===== config.mk =====
export PLATFORM = sky130hd
export DESIGN_NAME = div_sequencer
export DESIGN_NICKNAME = d
export VERILOG_FILES = /design/src/rtl/div_sequencer.sv
export SDC_FILE = /design/constraint.sdc
export NUM_CORES = 1
export LEC_CHECK = 0
export BUFFER_PORTS_ARGS = -buffer_cell sky130_fd_sc_hd__buf_2
export CAP_MARGIN = 20
export CORE_MARGIN = 5
export CORE_UTILIZATION = 62
export CTS_BUF_LIST = sky130_fd_sc_hd__clkbuf_2 sky130_fd_sc_hd__clkbuf_4 sky130_fd_sc_hd__clkbuf_8
export DETAILED_ROUTE_END_ITERATION = 8
export PLACE_DENSITY_LB_ADDON = 0.2
export REMOVE_ABC_BUFFERS = 1
export SLEW_MARGIN = 20
export SYNTH_ARGS = -nofsm -noshare
export SYNTH_HDL_FRONTEND = slang
export SYNTH_SLANG_ARGS = --single-unit

===== constraint.sdc =====
create_clock -name clk -period 4.16 [get_ports clk]
set_input_delay 0.416 -clock clk [delete_from_list [all_inputs] [get_ports clk]]
set_output_delay 0.416 -clock clk [all_outputs]
set_load 0.05 [all_outputs]

===== src/rtl/div_sequencer.sv =====
// Multi-cycle DIV/DIVU sequencer: a 32-step restoring divider under FSM control.
// Remainder and quotient go out through one shared GR write port, and the PSW flags are strobed at DONE.
module div_sequencer #(
  parameter int WIDTH = 32,
  parameter int REGW  = 5
) (
  input  logic             clk,
  input  logic             rst_i,
  input  logic             start_i,
  input  logic             signed_i,
  input  logic [WIDTH-1:0] dividend_i,
  input  logic [WIDTH-1:0] divisor_i,
  input  logic [REGW-1:0]  dest_q_i,
  input  logic [REGW-1:0]  dest_r_i,
  output logic             busy_o,
  output logic             wb_valid_o,
  input  logic             wb_ready_i,
  output logic [REGW-1:0]  wb_addr_o,
  output logic [WIDTH-1:0] wb_data_o,
  output logic             psw_we_o,
  output logic             psw_ov_o,
  output logic             psw_s_o,
  output logic             psw_z_o,
  output logic             done_o
);

  localparam int CW = $clog2(WIDTH);
  localparam logic [WIDTH-1:0] MIN_NEG  = {1'b1, {(WIDTH-1){1'b0}}};
  localparam logic [WIDTH-1:0] ALL_ONES = {WIDTH{1'b1}};

  typedef enum logic [2:0] {
    S_IDLE, S_PREP, S_ITER, S_FIX, S_WB_R, S_WB_Q, S_DONE
  } state_e;

  state_e           state_q, state_d;
  logic [CW-1:0]    cnt_q, cnt_d;
  logic             mode_q, mode_d;
  logic [WIDTH-1:0] dvd_q, dvd_d;   // dividend, shifted out as quotient bits shift in
  logic [WIDTH-1:0] dvs_q, dvs_d;
  logic [WIDTH-1:0] rem_q, rem_d;
  logic [REGW-1:0]  dest_q_q, dest_q_d;
  logic [REGW-1:0]  dest_r_q, dest_r_d;
  logic             sign_q_q, sign_q_d;
  logic             sign_r_q, sign_r_d;
  logic             ovf_q, ovf_d;
  logic             ov_q, ov_d;
  logic             s_q, s_d;
  logic             z_q, z_d;

  logic [WIDTH:0]   shifted;
  logic [WIDTH:0]   diff;
  logic [WIDTH-1:0] quo_fix;
  logic [WIDTH-1:0] rem_fix;

  always_ff @(posedge clk) begin
    if (rst_i) begin
      state_q  <= S_IDLE;
      cnt_q    <= '0;
      mode_q   <= 1'b0;
      dvd_q    <= '0;
      dvs_q    <= '0;
      rem_q    <= '0;
      dest_q_q <= '0;
      dest_r_q <= '0;
      sign_q_q <= 1'b0;
      sign_r_q <= 1'b0;
      ovf_q    <= 1'b0;
      ov_q     <= 1'b0;
      s_q      <= 1'b0;
      z_q      <= 1'b0;
    end else begin
      state_q  <= state_d;
      cnt_q    <= cnt_d;
      mode_q   <= mode_d;
      dvd_q    <= dvd_d;
      dvs_q    <= dvs_d;
      rem_q    <= rem_d;
      dest_q_q <= dest_q_d;
      dest_r_q <= dest_r_d;
      sign_q_q <= sign_q_d;
      sign_r_q <= sign_r_d;
      ovf_q    <= ovf_d;
      ov_q     <= ov_d;
      s_q      <= s_d;
      z_q      <= z_d;
    end
  end

  // One restoring step: the carry-out bit of the WIDTH+1-bit subtract is the borrow.
  assign shifted = {rem_q, dvd_q[WIDTH-1]};
  assign diff    = shifted - {1'b0, dvs_q};
  assign quo_fix = sign_q_q ? -dvd_q : dvd_q;
  assign rem_fix = sign_r_q ? -rem_q : rem_q;

  always_comb begin
    state_d    = state_q;
    cnt_d      = cnt_q;
    mode_d     = mode_q;
    dvd_d      = dvd_q;
    dvs_d      = dvs_q;
    rem_d      = rem_q;
    dest_q_d   = dest_q_q;
    dest_r_d   = dest_r_q;
    sign_q_d   = sign_q_q;
    sign_r_d   = sign_r_q;
    ovf_d      = ovf_q;
    ov_d       = ov_q;
    s_d        = s_q;
    z_d        = z_q;
    wb_valid_o = 1'b0;
    wb_addr_o  = '0;
    wb_data_o  = '0;
    psw_we_o   = 1'b0;
    done_o     = 1'b0;

    unique case (state_q)
      S_IDLE: begin
        if (start_i) begin
          mode_d   = signed_i;
          dvd_d    = dividend_i;
          dvs_d    = divisor_i;
          dest_q_d = dest_q_i;
          dest_r_d = dest_r_i;
          state_d  = S_PREP;
        end
      end
      S_PREP: begin
        if (dvs_q == '0) begin
          ov_d    = 1'b1;
          s_d     = 1'b0;
          z_d     = 1'b0;
          state_d = S_DONE;
        end else begin
          ovf_d    = mode_q && (dvd_q == MIN_NEG) && (dvs_q == ALL_ONES);
          sign_q_d = mode_q && (dvd_q[WIDTH-1] ^ dvs_q[WIDTH-1]);
          sign_r_d = mode_q && dvd_q[WIDTH-1];
          // The most negative value negates to itself, which is the right unsigned magnitude.
          if (mode_q && dvd_q[WIDTH-1]) dvd_d = -dvd_q;
          if (mode_q && dvs_q[WIDTH-1]) dvs_d = -dvs_q;
          rem_d    = '0;
          ov_d     = 1'b0;
          s_d      = 1'b0;
          z_d      = 1'b0;
          cnt_d    = CW'(WIDTH - 1);
          state_d  = S_ITER;
        end
      end
      S_ITER: begin
        if (!diff[WIDTH]) begin
          rem_d = diff[WIDTH-1:0];
          dvd_d = {dvd_q[WIDTH-2:0], 1'b1};
        end else begin
          rem_d = shifted[WIDTH-1:0];
          dvd_d = {dvd_q[WIDTH-2:0], 1'b0};
        end
        if (cnt_q == '0) state_d = S_FIX;
        else             cnt_d   = cnt_q - 1'b1;
      end
      S_FIX: begin
        if (ovf_q) begin
          dvd_d = MIN_NEG;
          rem_d = '0;
          s_d   = 1'b1;
          z_d   = 1'b0;
        end else begin
          dvd_d = quo_fix;
          rem_d = rem_fix;
          s_d   = quo_fix[WIDTH-1];
          z_d   = (quo_fix == '0);
        end
        ov_d    = ovf_q;
        state_d = S_WB_R;
      end
      S_WB_R: begin
        if (dest_r_q == '0) begin
          state_d = S_WB_Q;
        end else begin
          wb_valid_o = 1'b1;
          wb_addr_o  = dest_r_q;
          wb_data_o  = rem_q;
          if (wb_ready_i) state_d = S_WB_Q;
        end
      end
      S_WB_Q: begin
        if (dest_q_q == '0) begin
          state_d = S_DONE;
        end else begin
          wb_valid_o = 1'b1;
          wb_addr_o  = dest_q_q;
          wb_data_o  = dvd_q;
          if (wb_ready_i) state_d = S_DONE;
        end
      end
      S_DONE: begin
        psw_we_o = 1'b1;
        done_o   = 1'b1;
        state_d  = S_IDLE;
      end
      default: state_d = S_IDLE;
    endcase
  end

  assign busy_o   = (state_q != S_IDLE);
  assign psw_ov_o = ov_q;
  assign psw_s_o  = s_q;
  assign psw_z_o  = z_q;

endmodule


==> out/results.tsv <==
stage	metric	value	unit
clocking	cts_resized	0	
place	place_hpwl	24800	um
floorplanning	pin_count	123	
logic_synthesis	synthFlopType	dfxtp_1	
drt	wl_per_cell	19.4	um
hold_path	min-delay-start	dest_q_i[0]	
global_route	antenna_found_initial	1	
clocking	cts_max_path_buffers	2	
logic_synthesis	synth_edf_count	0	
sta	period_share	0.875	
sta	final.setup_skew	0.0135	ns
worst_setup_path	crit_start	dvd_q[0]	
final_layout	n_antenna_cell	0	
floorplanning	dieWidth	141	um
floorplanning	die_area	19800	sq um
clocking	cts.clk_slew.worst_paths	0.09	ns
global_route	grt_max_degree	78	
clocking	clock-sinks	121	
global_route	grt_pass1_wl	54900	um
sta	slew_violations	0	
logic_synthesis	ys_warn_count	0	
run	max_cap_viol_count	0	
worst_setup_path	worstPathRequired	4.56	ns
hold_path	min_path_type	input port to register	
logic_synthesis	ys_ff_latch	121	
logic_synthesis	ys_seq_area_frac	0.229	
worst_setup_path	r2r-start	dvd_q[0]	
floorplanning	coreArea	16700	sq um
final_layout	fin_nets	1679	
clocking	worstSkewPairLatency	0.48	ns
sta	maxSlewHeadroom	0.313	
power_and_ir_drop	p_leak	0.00470	uW
global_route	grt_usage	0.335	
global_route	overflow	0	
drt	post-route-drc-count	0	
logic_synthesis	yosys.cell_types.count	78	
floorplanning	die_h	141	um
sta	worstMarginPinSlew	1.03	ns
run_status	status	finished clean	
sta	post-route-min-period	3.64	ns
hold_path	worstHoldPathCells	3	
place	placed_cell_area	11200	sq um
power_and_ir_drop	power_density	419	nW/um^2
clocking	h-tree-depth	4	
worst_setup_path	crit_fanout	9	
final_layout	drive_above_1_share	0.137	
logic_synthesis	postSynth.asyncResetShare	0	
power_and_ir_drop	p_total	4890	uW
floorplanning	initial_core_util	0.635	
sta	max_freq	0.275	GHz
place	port_buffers	122	
logic_synthesis	syn_avg_cell_area	6.95	sq um
final_layout	fin_util	0.698	
sta	hold-worst-slack	0.175	ns
drt	vias	12300	
sta	hold_viol_final	0	
logic_synthesis	synth_area	10600	sq um
worst_setup_path	r2r_cells	11	
worst_setup_path	critPathLaunchType	register	
drt	drtIter0Drc	1640	
sta	rsz0062_at_grt	no	
clocking	ctsHoldBuffers	0	
sta	setup_viol	0	
drt	firstDrtPassIters	9	
clocking	numCtsBuffers	17	
final_layout	design_area	11700	sq um
final_layout	syn2layout_area_growth	9.95	%
final_layout	multiInputGateArea	7500	sq um
drt	routed_wl	34700	um
place	gp_routability_congestion	0.997	
clocking	cts_setup_buffers	0	
global_route	grt_pass1_vias	10900	
final_layout	nFillCells	1465	
clocking	cts_tree	done	
worst_setup_path	cp.arrival	4.04	ns
worst_setup_path	crit_type	register to register	
logic_synthesis	syn_inst	1524	
final_layout	area.sequential	2420	sq um
power_and_ir_drop	ir_drop	0.307	mV
worst_setup_path	worstSetupEndpointType	register	
drt	drt-vias-per-instance	6.88	
clocking	cts-root-buf	clkbuf_8	
floorplanning	fp-row-count	47	
sta	totalNegativeSetupSlack	0	ns
drt	ant_nets	0	
==> report_power, final <==
part / internal [uW] / total (uW) / switching, uW
logic: 796 / 2180 / 1390
registers: 1290 / 1530 / 242
clock network: 619 / 1180 / 557
total: 2700 / 4890 / 2180
==> worst max-delay path, stage by stage (launching register included) <==
cell	delay [ns]
dfxtp_1	0.41
inv_1	0.16
ha_1	0.24
nor4b_1	0.65
nand3_1	0.14
buf_4	0.21
nor3_1	0.57
nand2_1	0.18
a211oi_1	0.28
a31oi_1	0.07
or4_1	0.51
o21ai_0	0.13
==> synthesized netlist by cell type, drive strengths merged, types with 6 or more instances <==
library cell,count,area share
a211oi,21,0.015
a21o,22,0.016
a21oi,147,0.069
a221o,6,0.0057
a221oi,14,0.012
a22o,36,0.030
a22oi,20,0.014
a311oi,10,0.0083
a31oi,16,0.0094
a32oi,7,0.0058
buf,9,0.0045
clkbuf,127,0.045
dfxtp,121,0.23
ha,38,0.045
inv,48,0.017
mux2i,10,0.0094
nand2,135,0.048
nand2b,15,0.0089
nand3,56,0.026
nand4,24,0.014
nand4b,8,0.0066
nor2,165,0.058
nor2b,13,0.0077
nor3,64,0.030
nor4,20,0.012
o211ai,35,0.025
o21a,11,0.0078
o21ai,98,0.046
o221ai,7,0.0058
o22ai,9,0.0053
o311ai,7,0.0058
o31ai,26,0.018
o32ai,6,0.0050
o41ai,7,0.0058
or2,10,0.0059
or3,26,0.016
or4,8,0.0060
xnor2,25,0.021
xor2,23,0.019
==> final cells by class <==
class,count,area share
multi-input cells,1219,0.643
flip-flops and latches,121,0.208
repair buffers,154,0.0732
well taps,220,0.0236
clock buffers,19,0.0219
inverters,48,0.0155
clock inverters,13,0.0145
==> state kept, by name, indices dropped and copies added, names as in the netlist <==
register / count
psw_s_o: 1
psw_z_o: 1
psw_ov_o: 1
mode_q: 1
dvd_q: 32
cnt_q: 5
sign_r_q: 1
dvs_q: 32
rem_q: 32
sign_q_q: 1
dest_r_q: 5
state_q: 3
ovf_q: 1
dest_q_q: 5
==> placed cells by master, fill, tap and decap left out, types with 26 or more instances in the layout <==
cell type,count
inv_1,48
nand3_1,56
nor3_1,62
o211ai_1,35
a22o_1,35
buf_4,33
o31ai_1,26
ha_1,38
a21oi_1,147
nor2_1,164
nand2_1,134
o21ai_0,98
buf_2,121
dfxtp_1,121
==> final timing paths <==
kind	slack, ns	end
setup / recovery	0.52	psw_z_o
hold / removal	0.17	dest_q_q[0]
setup reg to reg	0.52	psw_z_o
hold reg to reg	0.47	dest_q_q[0]
==> cell families (layout without fill, tap and decap cells) <==
| kind of cell | Yosys count | after routing | share of synthesized area |
|---|---|---|---|
| compound gates | 550 | 550 | 0.348 |
| simple gates | 571 | 571 | 0.259 |
| flops | 121 | 121 | 0.229 |
| mux | 11 | 11 | 0.0105 |
| xor+xnor | 48 | 48 | 0.0397 |
| fa+ha+maj | 39 | 39 | 0.0468 |
| buf+inv | 184 | 234 | 0.0668 |
==> layer usage <==
layer | global-route usage | up-vias | wire length [um]
met2 | 0.516 | 778 | 15200
met5 | 0 | - | 0
li1 | - | 5785 | -
met4 | 0.139 | 0 | 1490
met1 | 0.451 | 5637 | 14000
met3 | 0.0823 | 143 | 4010
==> per-stage QoR <==
| stage | setup slack (ns) | std cells |
|---|---|---|
| finish | 0.522 | 1794 |
| global route | 0.197 | 1794 |
| CTS | 0.612 | 1794 |
| detailed placement | 0.649 | 1762 |
| global placement | 0.748 | 1762 |
| floorplan | 0.0956 | 1388 |
Power figures use the tool's default switching activity.
